### src/rtl/psum_acc_bank_pkg.sv
// Shared FSM encoding and mode constants for the partial-sum accumulator bank.
package psum_acc_bank_pkg;

  // state    | meaning
  // ST_IDLE  | waiting; mode_sel decides where the first beat goes
  // ST_ACC   | weight-stationary accumulation into the entry bank
  // ST_OS    | output-stationary pass-through, one-beat register
  // ST_DRAIN | streaming entries 0..depth-1 out, clearing each one
  typedef enum logic [1:0] {
    ST_IDLE  = 2'd0,
    ST_ACC   = 2'd1,
    ST_OS    = 2'd2,
    ST_DRAIN = 2'd3
  } state_t;

  localparam logic MODE_WS = 1'b0;
  localparam logic MODE_OS = 1'b1;

endpackage

### src/rtl/psum_lane_sat.sv
// Signed saturating adder for one lane; ovf flags a clamped result.
module psum_lane_sat #(
  parameter int psum_bw = 16
) (
  input  logic signed [psum_bw-1:0] a,
  input  logic signed [psum_bw-1:0] b,
  output logic signed [psum_bw-1:0] sum,
  output logic                      ovf
);

  logic signed [psum_bw:0] full;

  // One guard bit exposes overflow as a mismatch of the top two bits.
  always_comb begin
    full = {a[psum_bw-1], a} + {b[psum_bw-1], b};
    ovf  = full[psum_bw] ^ full[psum_bw-1];
    sum  = full[psum_bw-1:0];
    if (ovf) begin
      sum = full[psum_bw] ? {1'b1, {(psum_bw-1){1'b0}}} : {1'b0, {(psum_bw-1){1'b1}}};
    end
  end

endmodule

### src/rtl/psum_acc_bank.sv
// Partial-sum accumulator bank: WS accumulation into depth entries with an
// ordered drain, or OS single-beat pass-through. ReLU only on the output path.
module psum_acc_bank
  import psum_acc_bank_pkg::*;
#(
  parameter  int col     = 8,
  parameter  int psum_bw = 16,
  parameter  int depth   = 16,
  localparam int addr_bw = (depth > 1) ? $clog2(depth) : 1
) (
  input  logic                     clk,
  input  logic                     reset,
  input  logic                     mode_sel,
  input  logic                     relu_en,
  input  logic                     in_valid,
  output logic                     in_ready,
  input  logic [psum_bw*col-1:0]   in_data,
  input  logic [addr_bw-1:0]       in_addr,
  input  logic                     in_first,
  input  logic                     drain_start,
  output logic                     out_valid,
  input  logic                     out_ready,
  output logic [psum_bw*col-1:0]   out_data,
  output logic [addr_bw-1:0]       out_addr,
  output logic                     busy,
  output logic                     ovf
);

  localparam int data_bw = psum_bw * col;
  localparam logic [addr_bw-1:0] last_addr = addr_bw'(depth - 1);

  state_t               state, state_nxt;
  logic [data_bw-1:0]   mem [depth];
  logic [data_bw-1:0]   os_data;
  logic                 os_valid;
  logic [addr_bw-1:0]   drain_ptr;
  logic                 ovf_q;

  logic [data_bw-1:0]   rd_entry, sum_data, raw_out;
  logic [col-1:0]       lane_ovf;
  logic                 rdy_c, acc_we, os_load, drain_hs, go_drain;

  assign rd_entry = mem[in_addr];

  for (genvar g = 0; g < col; g++) begin : g_lane
    psum_lane_sat #(.psum_bw(psum_bw)) u_sat (
      .a   (rd_entry[g*psum_bw +: psum_bw]),
      .b   (in_data[g*psum_bw +: psum_bw]),
      .sum (sum_data[g*psum_bw +: psum_bw]),
      .ovf (lane_ovf[g])
    );
  end

  // Next-state and handshake decode. An OS beat in IDLE takes priority over a
  // coincident drain_start, since the bank then belongs to pass-through mode.
  always_comb begin
    state_nxt = state;
    rdy_c     = 1'b0;
    acc_we    = 1'b0;
    os_load   = 1'b0;
    drain_hs  = 1'b0;
    case (state)
      ST_IDLE: begin
        rdy_c = 1'b1;
        if (in_valid && mode_sel == MODE_OS) begin
          os_load   = 1'b1;
          state_nxt = ST_OS;
        end else begin
          acc_we = in_valid;
          if (drain_start)   state_nxt = ST_DRAIN;
          else if (in_valid) state_nxt = ST_ACC;
        end
      end
      ST_ACC: begin
        rdy_c  = 1'b1;
        acc_we = in_valid;
        if (drain_start) state_nxt = ST_DRAIN;
      end
      ST_OS: begin
        rdy_c   = !os_valid || out_ready;
        os_load = in_valid && rdy_c;
        if (!os_valid && !in_valid) state_nxt = ST_IDLE;
      end
      ST_DRAIN: begin
        drain_hs = out_ready;
        if (out_ready && drain_ptr == last_addr) state_nxt = ST_IDLE;
      end
      default: state_nxt = ST_IDLE;
    endcase
    go_drain = (state_nxt == ST_DRAIN) && (state != ST_DRAIN);
  end

  // Output mux with per-lane rectification; entries themselves stay signed.
  always_comb begin
    raw_out   = (state == ST_DRAIN) ? mem[drain_ptr] : os_data;
    out_data  = raw_out;
    if (relu_en) begin
      for (int i = 0; i < col; i++) begin
        if (raw_out[i*psum_bw + psum_bw - 1]) out_data[i*psum_bw +: psum_bw] = '0;
      end
    end
    out_valid = (state == ST_DRAIN) ? 1'b1 : os_valid;
    out_addr  = (state == ST_DRAIN) ? drain_ptr : '0;
    in_ready  = reset && rdy_c;
    busy      = (state != ST_IDLE);
    ovf       = ovf_q;
  end

  // State, entry bank, OS holding register, drain pointer and sticky ovf.
  always_ff @(posedge clk) begin
    if (!reset) begin
      state     <= ST_IDLE;
      for (int i = 0; i < depth; i++) mem[i] <= '0;
      os_data   <= '0;
      os_valid  <= 1'b0;
      drain_ptr <= '0;
      ovf_q     <= 1'b0;
    end else begin
      state <= state_nxt;
      if (acc_we) mem[in_addr] <= in_first ? in_data : sum_data;
      if (drain_hs) begin
        mem[drain_ptr] <= '0;
        drain_ptr      <= (drain_ptr == last_addr) ? '0 : drain_ptr + addr_bw'(1);
      end
      if (os_load) begin
        os_data  <= in_data;
        os_valid <= 1'b1;
      end else if (out_ready) begin
        os_valid <= 1'b0;
      end
      if (go_drain) ovf_q <= 1'b0;
      else if (acc_we && !in_first && |lane_ovf) ovf_q <= 1'b1;
    end
  end

endmodule

### config.mk
export PLATFORM = sky130hd
export DESIGN_NAME = psum_acc_bank
export DESIGN_NICKNAME = d
export VERILOG_FILES = /design/src/rtl/psum_acc_bank_pkg.sv /design/src/rtl/psum_lane_sat.sv /design/src/rtl/psum_acc_bank.sv
export SDC_FILE = /design/constraint.sdc
export NUM_CORES = 2
export LEC_CHECK = 0
export ABC_AREA = 0
export CORE_ASPECT_RATIO = 1.5
export CORE_MARGIN = 3
export CORE_UTILIZATION = 50
export CTS_CLUSTER_SIZE = 28
export DETAILED_ROUTE_END_ITERATION = 12
export GPL_TIMING_DRIVEN = 1
export HOLD_SLACK_MARGIN = 0.12
export PLACE_DENSITY = 0.66
export SYNTH_ARGS = -nofsm -noshare
export SYNTH_HDL_FRONTEND = slang
export SYNTH_HIERARCHICAL = 1
export SYNTH_SLANG_ARGS = --single-unit
### constraint.sdc
create_clock -name clk -period 6.49 [get_ports clk]
set_input_delay 1.298 -clock clk [delete_from_list [all_inputs] [get_ports clk]]
set_output_delay 1.298 -clock clk [all_outputs]
set_load 0.02 [all_outputs]
After elaboration in Yosys (flattened, before gate mapping) --
Memories as Yosys holds them, arrays and structs flattened. A register that Yosys moved wholly into a read port is not among the register bits. Cells that the tools add are included.
Storage, ports and cells: bits of input ports 140, memory bits (writable) 2048, register bits after elaboration 136, logic and storage cells 110, memories kept 1
Memories:
- mem | words 16, bits a word 128, rd ports 2, clocked after memory_dff 1, write ports 16, RTL line psum_acc_bank.sv:33 | logic [data_bw-1:0] mem [depth];
Operators by class: reductions and logical operators 20, $add $sub $neg 9, bitwise operators 9, mux-type cells 60, equal/unequal tests 6
Operators by type and width (count):
- $mux 128 | 5
- $mux 16 | 16
- $reduce_or 128->1 | 2
- $add 16x16->17 | 8
- $mux 15 | 8
- $mux 4 | 6
- $mux 1 | 15
- $mux 2 | 6
- $logic_and 1x1->1 | 8
- $pmux 2 s4 | 1
- $reduce_or 8->1 | 1
- $xor 1x1->1 | 8
- $eq 2x2->1 const B | 3
- $pmux 1 s2 | 3
- $add 4x1->4 const B | 1
- $eq 4x4->1 const B | 1
- $reduce_bool 2->1 | 2
- $reduce_or 2->1 | 2
- $logic_not 1->1 | 3
- $eq 2x1->1 const B | 1
- $logic_not 2->1 | 1
- $ne 2x2->1 const B | 1
- $logic_or 1x1->1 | 1
- $not 1->1 | 1

Longest topological paths before layout --
word-level depth 9, mapped depth 19, mapped depth without buffers 13

Hierarchy --
Netlist, hierarchy kept.
By module, submodules not included:
- psum_acc_bank | instances 1, sequential area each 64301.7 µm², cells an instance 8039, area an instance 113346.2 µm²
- psum_lane_sat | instances 8, sequential area each 0.0 µm², cells an instance 139, area an instance 1018.5 µm²

Least setup slack after synthesis --
No wires, ideal clock.
path type input to register, start point input port reset, end point memory mem[9][0] (netlist name) (enable), cell stages on the path 9, data required time 5378 ps, path buffers 5, arrival 4664 ps, path slack 714 ps, cells stage by stage buf_2 > and4_1 > buf_2 > buf_6 > nor3_1 > o211ai_1 > buf_2 > buf_4 > nand2_1
RTL lines:
- start: declaration | RTL line psum_acc_bank.sv:12 | input logic reset,
- end: declaration | RTL line psum_acc_bank.sv:33

Worst setup path in the final report --
start point register state[1], end point output port out_data[34]
On the way: longest elaborated chain between the ends 4
RTL lines:
- start: declaration | RTL line psum_acc_bank.sv:32 | state_t state, state_nxt;
- start signal: assignment | RTL line psum_acc_bank.sv:119 | state <= state_nxt;
- $eq 2x2->1 * | RTL line psum_acc_bank.sv:95 | raw_out = (state == ST_DRAIN) ? mem[drain_ptr] : os_data;
- $mux 128 * | RTL line psum_acc_bank.sv:95
- $mux 15 | RTL line psum_acc_bank.sv:99 | if (raw_out[i*psum_bw + psum_bw - 1]) out_data[i*psum_bw +: psum_bw] = '0;
- $mux 128 * | RTL line psum_acc_bank.sv:97 | if (relu_en) begin
- end: declaration | RTL line psum_acc_bank.sv:23 | output logic [psum_bw*col-1:0] out_data,
Every way passes the cells marked *; elsewhere a longest branch is shown, timed or not.

==> out/summary.txt <==
Clock sink count: 2188
Post-synth EDFFs: 2048
Die Area: 0.249 mm²
Power per cell area: 269 mW/mm²
Placed inst area: 0.128 mm²
CTS Buf Count: 214
Post-synthesis sequential area ratio: 0.529
I/O pins: 276
Async SR Flop Fraction: 0
Via-to-Cell Ratio: 6.99
RSZ-0062 raised after global routing: false
Share of layout cells above drive strength 1: 0.228
First-pass GRT wire length: 636000 µm
Final worst clock skew: 0.0627 ns
Clock-pin slew on the worst setup and hold paths: 0.06 ns
Finished Layout Cells: 12.6k
Synth Cell Area: 0.121 mm²
Worst Hold Class: register to register
Post-DP HPWL: 250000 µm
Final worst setup slack: 0.0299 ns
Critical Path RT: 5.19 ns
Largest net degree at the start of global routing: 129
Max Slew Vio Count: 0
Largest cells by area after synthesis: edfxtp_1 51%, mux4_2 17%, nor2_1 6.5%
Crit. End Element: output port
Number of global-route vias before repair: 89.8k
Die Span Y: 610 µm
Yosys cell types: 69
Post-Synth Simple-Gate Area: 0.101
Critical Path Source: state[1]$_SDFF_PN0_
Maximum vdd drop: 0.211 mV
I/O Buffers: 275
Post-route cell area: 0.135 mm²
Global-route usage over all layers: 0.353
Setup Fix Bufs, Post-CTS: 0
Top-area cell type share of the netlist area: 0.506
Comb pwr share: 0.195
Routed WL: 448000 µm
Tot Pwr: 36.4 mW
Share of power burned in registers: 0.446
Core box area: 0.242 mm²
Setup violators final: 0
Placed instance count: 12.2k
Leakage power: 46.4 nW
FF+latch count, synth: 2188
Relative slew slack: 0.168
Placer congestion estimate: 0.903
Hold Path Depth: 2
Hold_sp: os_data[19]$_SDFFE_PN0P_
Final hold violations: 0
Average routed wire per standard cell: 35.4 µm
Final hold slack: 0.470 ns
Largest family of logic cells by synthesized area: multiplexers
Ys Warns: 6
Xor/xnor share of the synthesized area: 0.00699
Startpoint class of the critical path: register
Cell count after synthesis: 9151
CP Max Fanout: 17
Post-Syn Area per Cell: 13.3 µm²
Multi-input logic area: 0.0517 mm²
Seq. cell area: 0.0643 mm²
Reg2Reg Depth: 13
Adder-Cell Fraction of Synth Area: 0.0176
Syn nets: 9428
Fillers: 19.6k
DRT iter0 DRCs: 13.3k
Die Width: 408 µm
Reg2reg start: mem[15][16]$_SDFFCE_PN0P_
Pre-antenna DRT Iters: 6
P_int: 26.1 mW
Overflow after GRT: 0
Synth Flop Type: edfxtp_1
CP Class: register to output port
Clock power frac: 0.359
Initial antenna violation count: 14
Outcome: finished, final reports clean
Commonest cells after routing, fill and taps aside: 2098 x nor2_1, 2048 x edfxtp_1, 940 x mux4_2
Via count: 88.3k
Nets: 9493
Area leader, netlist: edfxtp_1
Site Rows: 221
Htree depth: 4
Pre-CTS setup slack: 0.0365 ns
Fin crit period: 6.46 ns
Fmax: 155 MHz
Switching power: 10.3 mW
CTS tree: yes
Drc violations: 0
Sw Ratio: 0.283
Post-synthesis mux area share: 0.233
Max cap viols: 0
Max Buffers Root-to-Sink: 4
Initial Utilization: 0.503
Clk_lat worst skew: 0.91 ns
Post-route ant nets: 0
CP arrival: 5.16 ns
CTS Root Cell: clkbuf_16
Leading cell type in the layout, fill and taps excluded: nor2_1
Final period util: 0.995
Synth-to-layout area growth: 11.4%
Post-synthesis compound-gate area fraction: 0.0652
Worst-margin pin slew: 1.25 ns
-- power groups by stage --
stage	Sequential, mW	Combinational, mW	Clock (mW)
after floorplan	16.5	4.59	0
after global placement	16.5	6.88	0
after detailed placement	16.6	6.95	0
after CTS	16.3	6.98	13.1
after global routing	16.3	7.50	13.6
final	16.3	7.12	13.1
-- metal layers --
layer,GRT usage,wire length [µm],vias up
met5,0,89,-
met4,0.204,31800,14
met3,0.0796,56900,1839
met2,0.572,211000,6971
met1,0.437,148000,44600
li1,-,-,34900
-- state kept, by name, summed over array words and instances (netlist names), named ones only --
signal / cells
os_valid: 1
ovf: 1
os_data: 128
drain_ptr: 4
state: 2
mem: 2048
-- layout make-up --
class                   instances  share of cell area
clock buffers                 297              0.0448
multi-input cells            6014               0.383
diodes                          5           0.0000925
clock inverters                94             0.00825
inverters                      49             0.00142
repair buffers                749              0.0576
flip-flops and latches       2188               0.475
well taps                    3233              0.0299
-- cell families after synthesis --
family | after synthesis
compound gates | 1064
xor+xnor | 97
fa+ha+maj | 169
buf+inv | 949
flops | 2188
mux | 1621
simple gates | 3063
-- stage by stage --
stage	util	TNS, ns
floorplan	-	0
global placement	0.530	-0.0168
finish	0.560	0
global route	0.560	0
detailed placement	0.530	0
CTS	0.560	0
-- cells in the mapped netlist, types with 17 or more instances --
library cell,count
inv_1,48
a211o_1,17
a21boi_0,131
nor2_1,2099
a32oi_1,188
o211ai_1,32
o21ai_2,17
a22oi_1,192
nand2_1,619
a21oi_1,164
nand2b_1,23
buf_2,407
dfxtp_1,140
mux2_2,249
buf_1,27
a21o_1,56
ha_1,129
xnor2_1,73
mux4_2,940
o21ai_0,71
nor3_1,53
and3_1,40
or2_0,51
a211oi_1,77
buf_4,80
nand4_1,25
edfxtp_1,2048
xor2_1,24
clkbuf_1,210
mux2i_1,432
buf_6,170
maj3_2,32
nand3_1,61
-- critical path: stages (launching register included) --
cell             delay (ns)
dfxtp_1                0.78
buf_4                  0.28
and3_4                 0.52
o21ai_0                0.14
or3_1                  0.82
a32oi_1                0.91
clkdlybuf4s50_1        0.75
-- path summary, 6_finish.rpt --
path / to / slack, ns
worst min-delay path: os_data[19]$_SDFFE_PN0P_ / 0.47
worst max register to register: mem[15][30]$_SDFFCE_PN0P_ / 1.59
worst max-delay path: out_data[34] / 0.03
worst min register to register: os_data[19]$_SDFFE_PN0P_ / 0.47
-- repair_timing --
action / CTS / global route
gates resized for setup: 0 / 5
setup endpoints to repair: 0 / 4
hold buffers: 0 / 0
No activity file was read; power rests on OpenSTA's default activity.
